`src/rtl/idecode_pipe_if.sv`:
```
// Decode-stage bus: ID-side handshake, decode results toward EX, and the
// write-back port into the register file.
interface idecode_pipe_if #(
  parameter int DATA_W = 32
);
  // ID side
  logic              in_valid;
  logic              in_ready;
  logic [31:0]       Instruction;
  logic              id_RegDst;
  logic              id_Jal;
  logic              flush;
  // EX side
  logic              out_valid;
  logic              out_ready;
  logic [DATA_W-1:0] read_data_1;
  logic [DATA_W-1:0] read_data_2;
  logic [DATA_W-1:0] Sign_extend;
  logic [4:0]        out_write_reg;
  // WB side
  logic              RegWrite;
  logic              MemtoReg;
  logic              Jal;
  logic [4:0]        wb_write_reg;
  logic [DATA_W-1:0] read_data;
  logic [DATA_W-1:0] ALU_result;
  logic [DATA_W-1:0] opcplus4;

  modport master (
    output in_valid, Instruction, id_RegDst, id_Jal, flush, out_ready,
           RegWrite, MemtoReg, Jal, wb_write_reg, read_data, ALU_result, opcplus4,
    input  in_ready, out_valid, read_data_1, read_data_2, Sign_extend, out_write_reg
  );

  modport slave (
    input  in_valid, Instruction, id_RegDst, id_Jal, flush, out_ready,
           RegWrite, MemtoReg, Jal, wb_write_reg, read_data, ALU_result, opcplus4,
    output in_ready, out_valid, read_data_1, read_data_2, Sign_extend, out_write_reg
  );
endinterface

```
`src/rtl/idecode_pipe.sv`:
```
// MIPS instruction-decode stage: 32-entry register file with write-back,
// same-cycle WB bypass, immediate extension, destination resolution and a
// single valid/ready output register toward EX.
module idecode_pipe #(
  parameter int DATA_W     = 32,
  parameter bit ZEXT_LOGIC = 1'b1
) (
  input logic           clk,
  input logic           rst,
  idecode_pipe_if.slave bus
);

  logic [DATA_W-1:0] r_regs [32];
  logic              r_out_valid;
  logic [DATA_W-1:0] r_rd1;
  logic [DATA_W-1:0] r_rd2;
  logic [DATA_W-1:0] r_sext;
  logic [4:0]        r_wreg;

  logic [5:0]        w_op;
  logic [4:0]        w_rs;
  logic [4:0]        w_rt;
  logic [4:0]        w_rd;
  logic [15:0]       w_imm;
  logic [DATA_W-1:0] w_wb_data;
  logic [4:0]        w_wb_addr;
  logic              w_wb_en;
  logic              w_in_ready;
  logic              w_accept;
  logic              w_zext;
  logic [DATA_W-1:0] w_rd1;
  logic [DATA_W-1:0] w_rd2;
  logic [DATA_W-1:0] w_sext;
  logic [4:0]        w_wreg;

  // Field decode, write-back selection, handshake and next decode result
  always_comb begin
    w_op       = bus.Instruction[31:26];
    w_rs       = bus.Instruction[25:21];
    w_rt       = bus.Instruction[20:16];
    w_rd       = bus.Instruction[15:11];
    w_imm      = bus.Instruction[15:0];

    w_wb_data  = bus.Jal ? bus.opcplus4 : (bus.MemtoReg ? bus.read_data : bus.ALU_result);
    w_wb_addr  = bus.Jal ? 5'd31 : bus.wb_write_reg;
    w_wb_en    = bus.RegWrite && (w_wb_addr != 5'd0);

    w_in_ready = !r_out_valid || bus.out_ready;
    w_accept   = bus.in_valid && w_in_ready && !bus.flush;

    // Operands see the write landing at this same edge
    w_rd1 = '0;
    if (w_rs != 5'd0)
      w_rd1 = (w_wb_en && (w_wb_addr == w_rs)) ? w_wb_data : r_regs[w_rs];
    w_rd2 = '0;
    if (w_rt != 5'd0)
      w_rd2 = (w_wb_en && (w_wb_addr == w_rt)) ? w_wb_data : r_regs[w_rt];

    w_zext = ZEXT_LOGIC && ((w_op == 6'h0C) || (w_op == 6'h0D) || (w_op == 6'h0E));
    w_sext = w_zext ? {{(DATA_W-16){1'b0}}, w_imm}
                    : {{(DATA_W-16){w_imm[15]}}, w_imm};

    w_wreg = bus.id_Jal ? 5'd31 : (bus.id_RegDst ? w_rd : w_rt);
  end

  // Register file: cleared by reset, entry 0 never written
  always_ff @(posedge clk) begin
    if (rst) begin
      for (int unsigned i = 0; i < 32; i++)
        r_regs[i] <= '0;
    end else if (w_wb_en) begin
      r_regs[w_wb_addr] <= w_wb_data;
    end
  end

  // Output register: flush beats accept, accept beats drain, else hold
  always_ff @(posedge clk) begin
    if (rst) begin
      r_out_valid <= 1'b0;
      r_rd1       <= '0;
      r_rd2       <= '0;
      r_sext      <= '0;
      r_wreg      <= '0;
    end else if (bus.flush) begin
      r_out_valid <= 1'b0;
    end else if (w_accept) begin
      r_out_valid <= 1'b1;
      r_rd1       <= w_rd1;
      r_rd2       <= w_rd2;
      r_sext      <= w_sext;
      r_wreg      <= w_wreg;
    end else if (bus.out_ready) begin
      r_out_valid <= 1'b0;
    end
  end

  assign bus.in_ready      = w_in_ready;
  assign bus.out_valid     = r_out_valid;
  assign bus.read_data_1   = r_rd1;
  assign bus.read_data_2   = r_rd2;
  assign bus.Sign_extend   = r_sext;
  assign bus.out_write_reg = r_wreg;

endmodule
```
`src/flat_wrapper.sv`:
```
// flat-port wrapper written by rule: the top's interface ports become plain ports
module idecode_pipe_flat 
#(
  parameter int DATA_W     = 32,
  parameter bit ZEXT_LOGIC = 1'b1
)
  (clk, rst, bus_in_valid, bus_Instruction, bus_id_RegDst, bus_id_Jal, bus_flush, bus_out_ready, bus_RegWrite, bus_MemtoReg, bus_Jal, bus_wb_write_reg, bus_read_data, bus_ALU_result, bus_opcplus4, bus_in_ready, bus_out_valid, bus_read_data_1, bus_read_data_2, bus_Sign_extend, bus_out_write_reg);
  idecode_pipe_if #(.DATA_W(DATA_W)) bus_i ();
  input logic clk;
  input logic rst;
  input wire logic [$bits(bus_i.in_valid)-1:0] bus_in_valid;
  input wire logic [$bits(bus_i.Instruction)-1:0] bus_Instruction;
  input wire logic [$bits(bus_i.id_RegDst)-1:0] bus_id_RegDst;
  input wire logic [$bits(bus_i.id_Jal)-1:0] bus_id_Jal;
  input wire logic [$bits(bus_i.flush)-1:0] bus_flush;
  input wire logic [$bits(bus_i.out_ready)-1:0] bus_out_ready;
  input wire logic [$bits(bus_i.RegWrite)-1:0] bus_RegWrite;
  input wire logic [$bits(bus_i.MemtoReg)-1:0] bus_MemtoReg;
  input wire logic [$bits(bus_i.Jal)-1:0] bus_Jal;
  input wire logic [$bits(bus_i.wb_write_reg)-1:0] bus_wb_write_reg;
  input wire logic [$bits(bus_i.read_data)-1:0] bus_read_data;
  input wire logic [$bits(bus_i.ALU_result)-1:0] bus_ALU_result;
  input wire logic [$bits(bus_i.opcplus4)-1:0] bus_opcplus4;
  output wire logic [$bits(bus_i.in_ready)-1:0] bus_in_ready;
  output wire logic [$bits(bus_i.out_valid)-1:0] bus_out_valid;
  output wire logic [$bits(bus_i.read_data_1)-1:0] bus_read_data_1;
  output wire logic [$bits(bus_i.read_data_2)-1:0] bus_read_data_2;
  output wire logic [$bits(bus_i.Sign_extend)-1:0] bus_Sign_extend;
  output wire logic [$bits(bus_i.out_write_reg)-1:0] bus_out_write_reg;
  assign bus_i.in_valid = bus_in_valid;
  assign bus_i.Instruction = bus_Instruction;
  assign bus_i.id_RegDst = bus_id_RegDst;
  assign bus_i.id_Jal = bus_id_Jal;
  assign bus_i.flush = bus_flush;
  assign bus_i.out_ready = bus_out_ready;
  assign bus_i.RegWrite = bus_RegWrite;
  assign bus_i.MemtoReg = bus_MemtoReg;
  assign bus_i.Jal = bus_Jal;
  assign bus_i.wb_write_reg = bus_wb_write_reg;
  assign bus_i.read_data = bus_read_data;
  assign bus_i.ALU_result = bus_ALU_result;
  assign bus_i.opcplus4 = bus_opcplus4;
  assign bus_in_ready = bus_i.in_ready;
  assign bus_out_valid = bus_i.out_valid;
  assign bus_read_data_1 = bus_i.read_data_1;
  assign bus_read_data_2 = bus_i.read_data_2;
  assign bus_Sign_extend = bus_i.Sign_extend;
  assign bus_out_write_reg = bus_i.out_write_reg;
  idecode_pipe #(.DATA_W(DATA_W), .ZEXT_LOGIC(ZEXT_LOGIC)) u_core (.clk(clk), .rst(rst), .bus(bus_i));
endmodule
```
`config.mk`:
```
export PLATFORM = sky130hd
export DESIGN_NAME = idecode_pipe_flat
export DESIGN_NICKNAME = d
export VERILOG_FILES = /design/src/rtl/idecode_pipe_if.sv /design/src/rtl/idecode_pipe.sv /design/src/flat_wrapper.sv
export SDC_FILE = /design/constraint.sdc
export NUM_CORES = 2
export LEC_CHECK = 0
export BUFFER_PORTS_ARGS = -buffer_cell sky130_fd_sc_hd__buf_2
export CAP_MARGIN = 5
export CORE_UTILIZATION = 60
export CTS_BUF_LIST = sky130_fd_sc_hd__clkbuf_4 sky130_fd_sc_hd__clkbuf_8 sky130_fd_sc_hd__clkbuf_16
export DETAILED_ROUTE_END_ITERATION = 6
export PLACE_DENSITY = 0.78
export RECOVER_POWER = 100
export SLEW_MARGIN = 20
export SYNTH_ARGS = -nofsm -noshare
export SYNTH_HDL_FRONTEND = slang
export SYNTH_SLANG_ARGS = --single-unit
```
`constraint.sdc`:
```
create_clock -name clk -period 5 [get_ports clk]
set_input_delay 0.25 -clock clk [delete_from_list [all_inputs] [get_ports clk]]
set_output_delay 0.25 -clock clk [all_outputs]
set_load 0.01 [all_outputs]
```
==> results.md <==
- Vias in the first global route: 40,736
- Core area: 91,900 sq um
- R2R depth: 9
- Internal power: 16.4 mW
- Top cells by count, synth: 1,051 x nor2_1, 1,024 x edfxtp_1, 391 x mux2i_1, 329 x mux4_2, 269 x clkbuf_1
- Final nets: 4,503
- Clock power frac: 38.1%
- Yosys top cell by area: edfxtp_1
- Status: finished, violations left
- PD cells: 357 nW/um^2
- Register share of total power: 49.9%
- Largest register FFs: 1,024
- Sum of buffers and inverters on the critical path: 2
- Critical path fanouts, max: 60
- TritonRoute pass-1 iters: 7
- Worst skew pair latency: 0.73 ns
- DP HPWL: 113,000 um
- Width of the chip: 307 um
- Share of Yosys cell area claimed by the top area cell type: 55.1%
- Critical Path Sink: u_core.r_regs[18][10]$_SDFFCE_PN0P_
- IO Count: 246
- Worst IR Drop VDD: 0.269 mV
- Synth Flop Type: edfxtp_1
- Total leakage power: 21.4 nW
- Starting Density: 60.7%
- Most frequent cell after synthesis: nor2_1
- CP top delay family: buffers and inverters
- Routed WL per cell: 35.1 um
- Flop2flop setup slack: 2.16 ns
- Relative slew margins: -162%
- Clock Tree Root: clkbuf_16
- Detail Route Antenna Nets: 0
- Number of buffers on the longest clock path: 3
- CTS tree: built
- CP max stage delay: 2.44 ns
- Via count: 42,404
- Final Wtd Congestion: 0.952
- R2r endpoint: u_core.bus.read_data_1[10]$_SDFFE_PP0P_
- Total negative slack: 0 ns
- Cells after Synth: 4,248
- Crit path cell chain: buf_4, nor2_1, and2_0, nand2_2, clkbuf_1, nor2_1
- Vias per inst: 7.44
- Num rows: 111
- Most flops, register: u_core.r_regs
- Die area: 94,300 sq um
- Grt ovf: 0
- Levels on crit path: 6
- RSZ-0062 raised after global routing: false
- Failing checks: DRC, capacitance limit, slew limit
- Clock transition at the registers of the reported paths: 0.06 ns
- Register area share after synthesis: 58.2%
- Yosys warns: 0
- HP Class: input port to flip-flop
- Initial DRC Count: 8,212
- Port bufs: 245
- Routed wire length: 200,000 um
- Largest net degree at the start of global routing: 116
- Fmax: 0.243 GHz
- Initial antenna violation count: 13
- Overall global routing resource usage: 42.1%
- CP Capture Type: flip-flop
- CTS sink cnt: 1,111
- Crit path DAT: 4.43 ns
- CTS Buf Count: 110
- DRC: 2
- Switch Pwr: 5.64 mW
- Share of cells above drive strength 1: 18.7%
- Synthesized area: 55,900 sq um
- Avg Cell Area, Syn: 13.1 sq um
- Post-synth ARST share: 0%
- Worst setup startpoint: bus_Jal
- CTS H-tree depth: 3
- Kind of critical path: input port to flip-flop
- Max cap viols: 80
- CP max-delay cell: clkbuf_1
- Clk_skew: 0.0465 ns
- Share of power burned in combinational logic: 12.0%
- Fill cells: 6,450
- Post-synthesis register bit count: 1,111
- Placed cell count: 5,471
- First-pass GRT wire length: 279,000 um
- Min Tclk post-route: 4.12 ns
- Worst-Margin Slew: 3.94 ns
- Post-CTS Resized: 0
- Post-synth EDFFs: 1,024
- Setup Buffers After CTS: 0
- Worst EP required: 5.31 ns
- Slew Limit Fails: 2,225
- Area Overhead vs Synth: 10.3%
- Largest cells by area after synthesis: edfxtp_1 55%, mux4_2 13%, nor2_1 7.1%
- Startpoint types: input port
- Critical Path Most Common Cell: nor2_1
- R2r startpoint: u_core.bus.out_valid$_SDFFE_PP0P_
- Final hold viol count: 0
- CTS Hold Bufs: 19
- DIE HEIGHT: 307 um
- Switching power share of the total: 25.6%
- Netlist cell types: 58
- Non-filler cells, final: 5,703
- Final setup fails: 0
- Crit share post-route: 82.3%
==> worst min path at each step <==
stage	start	endpoint	cells after the start
after floorplan	bus_flush	u_core.bus.out_valid$_SDFFE_PP0P_	1
after global placement	u_core.bus.Sign_extend[1]$_SDFFE_PP0P_	u_core.bus.Sign_extend[1]$_SDFFE_PP0P_	2
after detailed placement	u_core.bus.read_data_1[18]$_SDFFE_PP0P_	u_core.bus.read_data_1[18]$_SDFFE_PP0P_	2
after CTS	bus_id_RegDst	u_core.bus.out_write_reg[3]$_SDFFE_PP0P_	3
after global routing	bus_Instruction[29]	u_core.bus.Sign_extend[30]$_SDFFE_PP0P_	4
final	bus_Instruction[29]	u_core.bus.Sign_extend[30]$_SDFFE_PP0P_	4
==> worst min-delay path: stages <==
cell,delay [ns]
buf_2,0.08
nand4_1,0.09
nand3_1,0.20
a21oi_1,0.09
==> power by group through the flow <==
| stage | registers [mW] | logic, mW | clock network, mW |
|---|---|---|---|
| after floorplan | 11.0 | 1.65 | 0 |
| after global placement | 11.1 | 2.51 | 0 |
| after detailed placement | 11.1 | 2.54 | 0 |
| after CTS | 10.9 | 2.57 | 8.31 |
| after global routing | 11.0 | 2.69 | 8.65 |
| final | 11.0 | 2.64 | 8.38 |
==> layout make-up <==
| cell class | instances | area (sq um) | share of cell area [%] |
|---|---|---|---|
| Antenna cell | 3 | 7.51 | 0.0122 |
| Tap cell | 1243 | 1560 | 2.52 |
| Timing Repair Buffer | 421 | 2350 | 3.81 |
| Inverter | 6 | 22.5 | 0.0365 |
| Multi-Input combinational cell | 2710 | 21500 | 34.9 |
| Clock buffer | 168 | 3350 | 5.43 |
| Clock inverter | 41 | 318 | 0.516 |
| Sequential cell | 1111 | 32500 | 52.7 |
==> cells by family after synthesis <==
| family | after synthesis | share of synthesized area, % |
|---|---|---|
| AND/OR/NAND/NOR | 1424 | 10.5 |
| flip-flops | 1111 | 58.2 |
| multiplexers | 725 | 20.5 |
| AO/OA/AOI/OAI | 523 | 6.73 |
| buffers and inverters | 458 | 3.96 |
| XOR/XNOR | 6 | 0.0941 |
| other | 1 | 0.00671 |
==> layer usage <==
metal  up-vias  track usage, %  part of all wire [%]
met5         -            1.14                  0.22
met4        33            26.8                   7.8
met3      1039            17.3                    19
met2      4598            60.6                    42
li1      16351               -                     -
met1     20383            52.6                    31
==> placed cells by master, fill, tap and decap left out, drive strengths merged, types with 11 or more instances in the layout <==
cell / synthesis / routed
mux2i: 391 / 391
edfxtp: 1024 / 1024
buf: 183 / 225
nor3: 11 / 11
and3: 39 / 39
o221ai: 26 / 26
nand3: 73 / 73
conb: 1 / 32
nor2: 1051 / 1051
a22oi: 203 / 203
clkbuf: 269 / 345
a21oi: 83 / 83
clkinv: 0 / 34
or4: 19 / 19
a41o: 31 / 31
mux4: 334 / 334
nor2b: 16 / 16
o22ai: 87 / 87
nand2: 146 / 146
dlygate4sd3: 0 / 19
o211ai: 31 / 31
dfxtp: 87 / 87
a22o: 18 / 18
a221oi: 11 / 11
nand2b: 36 / 36
==> through the flow <==
step | hold WS [ns] | utilization [%] | worst slack [ns] | power (mW) | instance area [sq um]
2_1_floorplan | 0.327 | - | 2.54 | 12.7 | 56000
4_1_cts | 0.0336 | 67.6 | 2.27 | 21.8 | 62100
5_1_grt | 0.0869 | 67.0 | 1.13 | 22.3 | 61600
3_5_place_dp | 0.443 | 63.4 | 1.65 | 13.7 | 58300
6_report | 0.0576 | 67.0 | 0.883 | 22.0 | 61600
3_3_place_gp | 0.440 | 63.4 | 1.70 | 13.6 | 58200
Note: power is estimated with default switching activity, not from simulation.
